===== config.mk =====
export PLATFORM = sky130hd
export DESIGN_NAME = manchester_tx
export DESIGN_NICKNAME = d
export VERILOG_FILES = /design/src/rtl/manchester_tx.sv
export SDC_FILE = /design/constraint.sdc
export NUM_CORES = 1
export LEC_CHECK = 0
export ABC_CLOCK_PERIOD_IN_PS = 5400
export CAP_MARGIN = 10
export CORE_AREA = 2 2 110 59
export DETAILED_ROUTE_END_ITERATION = 8
export DIE_AREA = 0 0 112 61
export GPL_TIMING_DRIVEN = 0
export PLACE_DENSITY_LB_ADDON = 0.25
export SYNTH_ARGS = -nofsm -noshare
export SYNTH_HDL_FRONTEND = slang
export SYNTH_SLANG_ARGS = --single-unit

===== constraint.sdc =====
create_clock -name clk -period 5.4 [get_ports clk]
set_input_delay 1.08 -clock clk [delete_from_list [all_inputs] [get_ports clk]]
set_output_delay 1.08 -clock clk [all_outputs]
set_load 0.01 [all_outputs]

===== src/rtl/manchester_tx.sv =====
// Manchester word transmitter: one-word holding buffer feeding a sync/16-bit/odd-parity shifter.
// Define MKIO_TX_PARITY_INJ_EN to add the inj_parity_err port that inverts a word's parity bit.
module manchester_tx #(
    parameter int HALF_BIT = 16
) (
    input  logic        clk,
    input  logic        reset,
    input  logic [15:0] tx_data,
    input  logic        tx_cd,
    input  logic        tx_ready,
`ifdef MKIO_TX_PARITY_INJ_EN
    input  logic        inj_parity_err,
`endif
    output logic        tx_busy,
    output logic        line_p,
    output logic        line_n,
    output logic        line_active,
    output logic        overrun
);

    localparam int               CNT_W    = (HALF_BIT > 1) ? $clog2(HALF_BIT) : 1;
    localparam logic [CNT_W-1:0] CNT_LAST = CNT_W'(HALF_BIT - 1);

    typedef enum logic [1:0] {
        IDLE   = 2'd0,
        SYNC   = 2'd1,
        DATA   = 2'd2,
        PARITY = 2'd3
    } state_t;

    state_t           state_r;
    state_t           state_nx_s;
    logic [CNT_W-1:0] clk_cnt_r;
    logic [CNT_W-1:0] clk_cnt_nx_s;
    logic [4:0]       half_idx_r;
    logic [4:0]       half_idx_nx_s;

    logic             ready_q_r;
    logic             rise_s;
    logic             capture_s;
    logic             drop_s;
    logic             inj_s;
    logic             load_s;
    logic             half_end_s;

    logic [15:0]      buf_data_r;
    logic             buf_cd_r;
    logic             buf_inj_r;

    logic [15:0]      sh_data_r;
    logic             sh_cd_r;
    logic             sh_par_r;
    logic [15:0]      sh_data_nx_s;
    logic             sh_cd_nx_s;
    logic             sh_par_nx_s;

    logic             level_s;
    logic             active_s;

    // Parity bit that makes the ones count over data plus parity odd.
    function automatic logic odd_parity(input logic [15:0] d);
        return ~(^d);
    endfunction

`ifdef MKIO_TX_PARITY_INJ_EN
    assign inj_s = inj_parity_err;
`else
    assign inj_s = 1'b0;
`endif

    assign rise_s     = tx_ready & ~ready_q_r;
    assign capture_s  = rise_s & ~tx_busy;
    assign drop_s     = rise_s & tx_busy;
    assign half_end_s = (clk_cnt_r == CNT_LAST);

    // Registered copy of tx_ready; resets high so a level held across reset is not an edge.
    always_ff @(posedge clk or posedge reset) begin
        if (reset) begin
            ready_q_r <= 1'b1;
        end else begin
            ready_q_r <= tx_ready;
        end
    end

    // Holding buffer: tx_busy is its full flag; overrun is sticky until reset.
    always_ff @(posedge clk or posedge reset) begin
        if (reset) begin
            tx_busy    <= 1'b0;
            buf_data_r <= 16'h0000;
            buf_cd_r   <= 1'b0;
            buf_inj_r  <= 1'b0;
            overrun    <= 1'b0;
        end else begin
            if (capture_s) begin
                tx_busy    <= 1'b1;
                buf_data_r <= tx_data;
                buf_cd_r   <= tx_cd;
                buf_inj_r  <= inj_s;
            end else if (load_s) begin
                tx_busy    <= 1'b0;
            end
            if (drop_s) begin
                overrun <= 1'b1;
            end
        end
    end

    // State register with half-bit clock counter and half-bit index.
    always_ff @(posedge clk or posedge reset) begin
        if (reset) begin
            state_r    <= IDLE;
            clk_cnt_r  <= '0;
            half_idx_r <= 5'd0;
        end else begin
            state_r    <= state_nx_s;
            clk_cnt_r  <= clk_cnt_nx_s;
            half_idx_r <= half_idx_nx_s;
        end
    end

    // Next-state logic; a full buffer at the end of parity chains straight into the next sync.
    always_comb begin
        state_nx_s    = state_r;
        clk_cnt_nx_s  = clk_cnt_r;
        half_idx_nx_s = half_idx_r;
        load_s        = 1'b0;
        case (state_r)
            IDLE: begin
                if (tx_busy) begin
                    load_s        = 1'b1;
                    state_nx_s    = SYNC;
                    clk_cnt_nx_s  = '0;
                    half_idx_nx_s = 5'd0;
                end else begin
                    state_nx_s    = IDLE;
                end
            end
            SYNC, DATA, PARITY: begin
                if (!half_end_s) begin
                    clk_cnt_nx_s = clk_cnt_r + CNT_W'(1);
                end else begin
                    clk_cnt_nx_s = '0;
                    if (state_r == SYNC && half_idx_r == 5'd5) begin
                        state_nx_s    = DATA;
                        half_idx_nx_s = 5'd0;
                    end else if (state_r == DATA && half_idx_r == 5'd31) begin
                        state_nx_s    = PARITY;
                        half_idx_nx_s = 5'd0;
                    end else if (state_r == PARITY && half_idx_r == 5'd1) begin
                        half_idx_nx_s = 5'd0;
                        if (tx_busy) begin
                            load_s     = 1'b1;
                            state_nx_s = SYNC;
                        end else begin
                            state_nx_s = IDLE;
                        end
                    end else begin
                        half_idx_nx_s = half_idx_r + 5'd1;
                    end
                end
            end
            default: begin
                state_nx_s    = IDLE;
                clk_cnt_nx_s  = '0;
                half_idx_nx_s = 5'd0;
            end
        endcase
    end

    assign sh_data_nx_s = load_s ? buf_data_r : sh_data_r;
    assign sh_cd_nx_s   = load_s ? buf_cd_r : sh_cd_r;
    assign sh_par_nx_s  = load_s ? (odd_parity(buf_data_r) ^ buf_inj_r) : sh_par_r;

    // Shifter contents for the word currently on the line.
    always_ff @(posedge clk or posedge reset) begin
        if (reset) begin
            sh_data_r <= 16'h0000;
            sh_cd_r   <= 1'b0;
            sh_par_r  <= 1'b0;
        end else begin
            sh_data_r <= sh_data_nx_s;
            sh_cd_r   <= sh_cd_nx_s;
            sh_par_r  <= sh_par_nx_s;
        end
    end

    // Line level for the coming cycle, decoded from the next state so outputs are registered.
    always_comb begin
        level_s  = 1'b0;
        active_s = 1'b1;
        case (state_nx_s)
            IDLE: begin
                active_s = 1'b0;
            end
            SYNC: begin
                level_s = (half_idx_nx_s < 5'd3) ? ~sh_cd_nx_s : sh_cd_nx_s;
            end
            DATA: begin
                level_s = sh_data_nx_s[4'd15 - half_idx_nx_s[4:1]] ^ half_idx_nx_s[0];
            end
            PARITY: begin
                level_s = sh_par_nx_s ^ half_idx_nx_s[0];
            end
            default: begin
                active_s = 1'b0;
            end
        endcase
    end

    // Output drivers; both line drives are low while idle.
    always_ff @(posedge clk or posedge reset) begin
        if (reset) begin
            line_active <= 1'b0;
            line_p      <= 1'b0;
            line_n      <= 1'b0;
        end else begin
            line_active <= active_s;
            line_p      <= active_s & level_s;
            line_n      <= active_s & ~level_s;
        end
    end

endmodule


==> impl_metrics.ini <==
[final_layout]
syn_to_final_growth_pct = 17.9
final_cell_mix = 62 x nand2_1, 51 x dfrtp_1, 24 x clkdlybuf4s50_1
drive_gt1_share_pct = 19.3
num_antenna_cells = 0
layout_commonest_cell = nand2_1
post-route-util_pct = 56.9
nets = 328

[timing]
finClkSkew_ns = 0.00638
hold_ws_ns = 0.483
fmax_mhz = 310
final_max_slew_viol_count = 0
fin_crit_sh_pct = 59.7
setup_viol = 0
slew_headroom_pct = 57.0
hold_violations = 0
period_needed_ns = 3.22
rsz0062_at_grt = no
setup_slack_ns = 2.18
worst_slew_pin_slew_ns = 0.645
setup_tns_ns = 0

[clock_tree]
cts_root_buf = clkbuf_16
cts_buffers = 5
clock_sinks = 52
clkLatencyLatePin_ns = 0.30
cts_setup_buffers = 0
clkTransAtPathRegs_ns = 0.07
tritoncts = built
htreeDepth = 2
clockBufferDepth = 2
ctsHoldBuffers = 0
cts_resized = 0

[logic_synthesis]
yosys_warnings = 0
ys_seq_elements = 52
synth_edf_count = 0
synthTopCellsByArea = dfrtp_1 45%, nand2_1 8.2%, mux2_2 7.2%
synthCells = 272
synth_top_area_share_pct = 45.2
syn_nets = 296
synth.distinct_cells = 67
yosysSeqAreaShare_pct = 46.1
synth_area_sq_mm = 0.00283
async_reset_ff_share_pct = 100
avgSynthCellArea_sq_um = 10.4
yosysTopAreaCell = dfrtp_1
synth_ff_type = dfrtp_1

[status]
status = finished clean

[drt]
ant_nets = 0
drcViolationCount = 0
vias_per_cell = 5.43
first_iter_violations = 102
wl_um = 6030
dr.pass1.iters = 4
wire_per_inst_um = 15.8
vias = 2076

[global_route]
grt_max_degree = 41
grt_pass1_wl_um = 10200
antenna_found_initial = 0
grtUsageTotal_pct = 19.8
grt_pass1_vias = 1979
grt_overflow = 0

[critical_path]
crit_type = flop to flop
startpoint = half_idx_r[0]
path_common_cell = ha_1
cp_slowest_cell = dfrtp_1
rr_worst_depth = 12
endpoint = line_p
crit_path_end_kind = flop
timing.rr.start = half_idx_r[0]
slowest_delay_ns = 0.45
cp_max_fo = 10
critPathLaunchType = flop
reg2reg_to = line_p
worstPathRequired_ns = 5.57
r2r_slack_ns = 2.18
path_cells = ha_1 > and3_1 > ha_1 > nor2b_1 > o2bb2ai_2 > o31ai_2 > buf_6 > mux2i_1 > o311ai_0 > o22a_1 > and2_4 > o211ai_2
cp.arrival_ns = 3.39

[floorplanning]
die_area_sq_mm = 0.00683
core_sq_mm = 0.00586
placementRows = 20
die_w_um = 112
io_pins = 25
start_util_pct = 48.2
die_h_um = 61

[pwr]
p_leak_uw = 0.00147
p_per_area_mw_per_mm2 = 579
max-vdd-ir-drop_mv = 0.281
power_uw = 1930

[placed_design]
dp_hpwl_um = 4440
dp_slack_ns = 2.05
portBuffers = 24
gp_congestion = 0.919

[job]
drv_cap = 0

[hold_path]
hp-class = flop to flop
-- worst max-delay path: cells and delay by family (launching register included) --
kind                     cells  cell delay (ns)
AO/OA/AOI/OAI                5             1.27
AND/OR/NAND/NOR              3             0.55
adder cells (fa/ha/maj)      2             0.48
flip-flops                   1             0.45
buffers and inverters        1             0.23
multiplexers                 1             0.12
-- metal layers --
metal	share of wire [%]	vias up	wire length, um	global-route usage (%)
li1	-	1015	-	-
met1	55	1000	3310	29.9
met2	39	53	2350	28.1
met3	5.2	8	311	5.09
met4	1.0	0	63	5.75
met5	0	-	0	0
-- final cells by class --
type | instances | area (sq um)
clock buffers | 7 | 143
repair buffers | 25 | 260
plain buffers | 14 | 85.1
fillers | 538 | 2520
multi-input cells | 198 | 1410
flip-flops and latches | 52 | 1300
clock inverters | 1 | 7.51
inverters | 8 | 30.0
well taps | 77 | 96.3
-- metrics by stage --
| stage | cell area [sq um] | cells |
|---|---|---|
| after floorplan | 2830 | 272 |
| after global placement | 3160 | 373 |
| after detailed placement | 3180 | 374 |
| after CTS | 3330 | 382 |
| after global routing | 3330 | 382 |
| final | 3330 | 382 |
-- registers in the layout, summed over array words and instances (netlist names) --
register     count
buf_data_r      16
sh_data_r       16
half_idx_r       5
clk_cnt_r        4
state_r          2
buf_cd_r         1
line_active      1
line_n           1
line_p           1
overrun          1
ready_q_r        1
sh_cd_r          1
sh_par_r         1
tx_busy          1
-- synth_stat cells, types with 2 or more instances --
cell type,instances
o21ai_0,7
a31o_2,2
nand2_1,62
ha_1,4
inv_1,8
clkbuf_1,5
xnor2_1,14
nand3_1,7
nand2b_1,3
mux2_2,18
xor2_1,2
mux2i_1,6
and3_1,2
a211oi_1,2
nor2b_1,2
o31ai_1,3
a31oi_1,2
buf_2,5
buf_6,3
nor2_1,8
or2_2,2
o311a_2,2
a21o_1,4
dfrtp_1,51
a21oi_1,5
nor3b_1,2
-- worst min path at each step --
stage | cells after the start | from | endpoint | slack, ns
floorplan | 2 | sh_data_r[13] | sh_data_r[13] | 0.44
global placement | 2 | sh_data_r[13] | sh_data_r[13] | 0.45
detailed placement | 2 | sh_data_r[1] | sh_data_r[1] | 0.46
finish | 2 | sh_data_r[6] | sh_data_r[6] | 0.48
global route | 2 | sh_data_r[1] | sh_data_r[1] | 0.50
CTS | 2 | sh_data_r[14] | sh_data_r[14] | 0.48
-- where the power goes --
part	switching [uW]	leakage (uW)	internal, uW	total [uW]
Combinational	443	0.000767	465	908
Sequential	139	0.000630	556	696
Clock	140	0.0000701	185	325
Total	722	0.00147	1210	1930
-- logic make-up (layout without fill, tap and decap cells) --
family          count (synthesis)  in the layout  share of synthesized area (%)
xor+xnor                       16             16                           4.96
compound gates                 52             52                           15.9
buf+inv                        22             55                           4.07
simple gates                  101            101                           17.3
fa+ha+maj                       4              4                           1.77
mux                            25             25                           9.83
flops                          52             52                           46.1
Note: power is estimated with default switching activity, not from simulation.
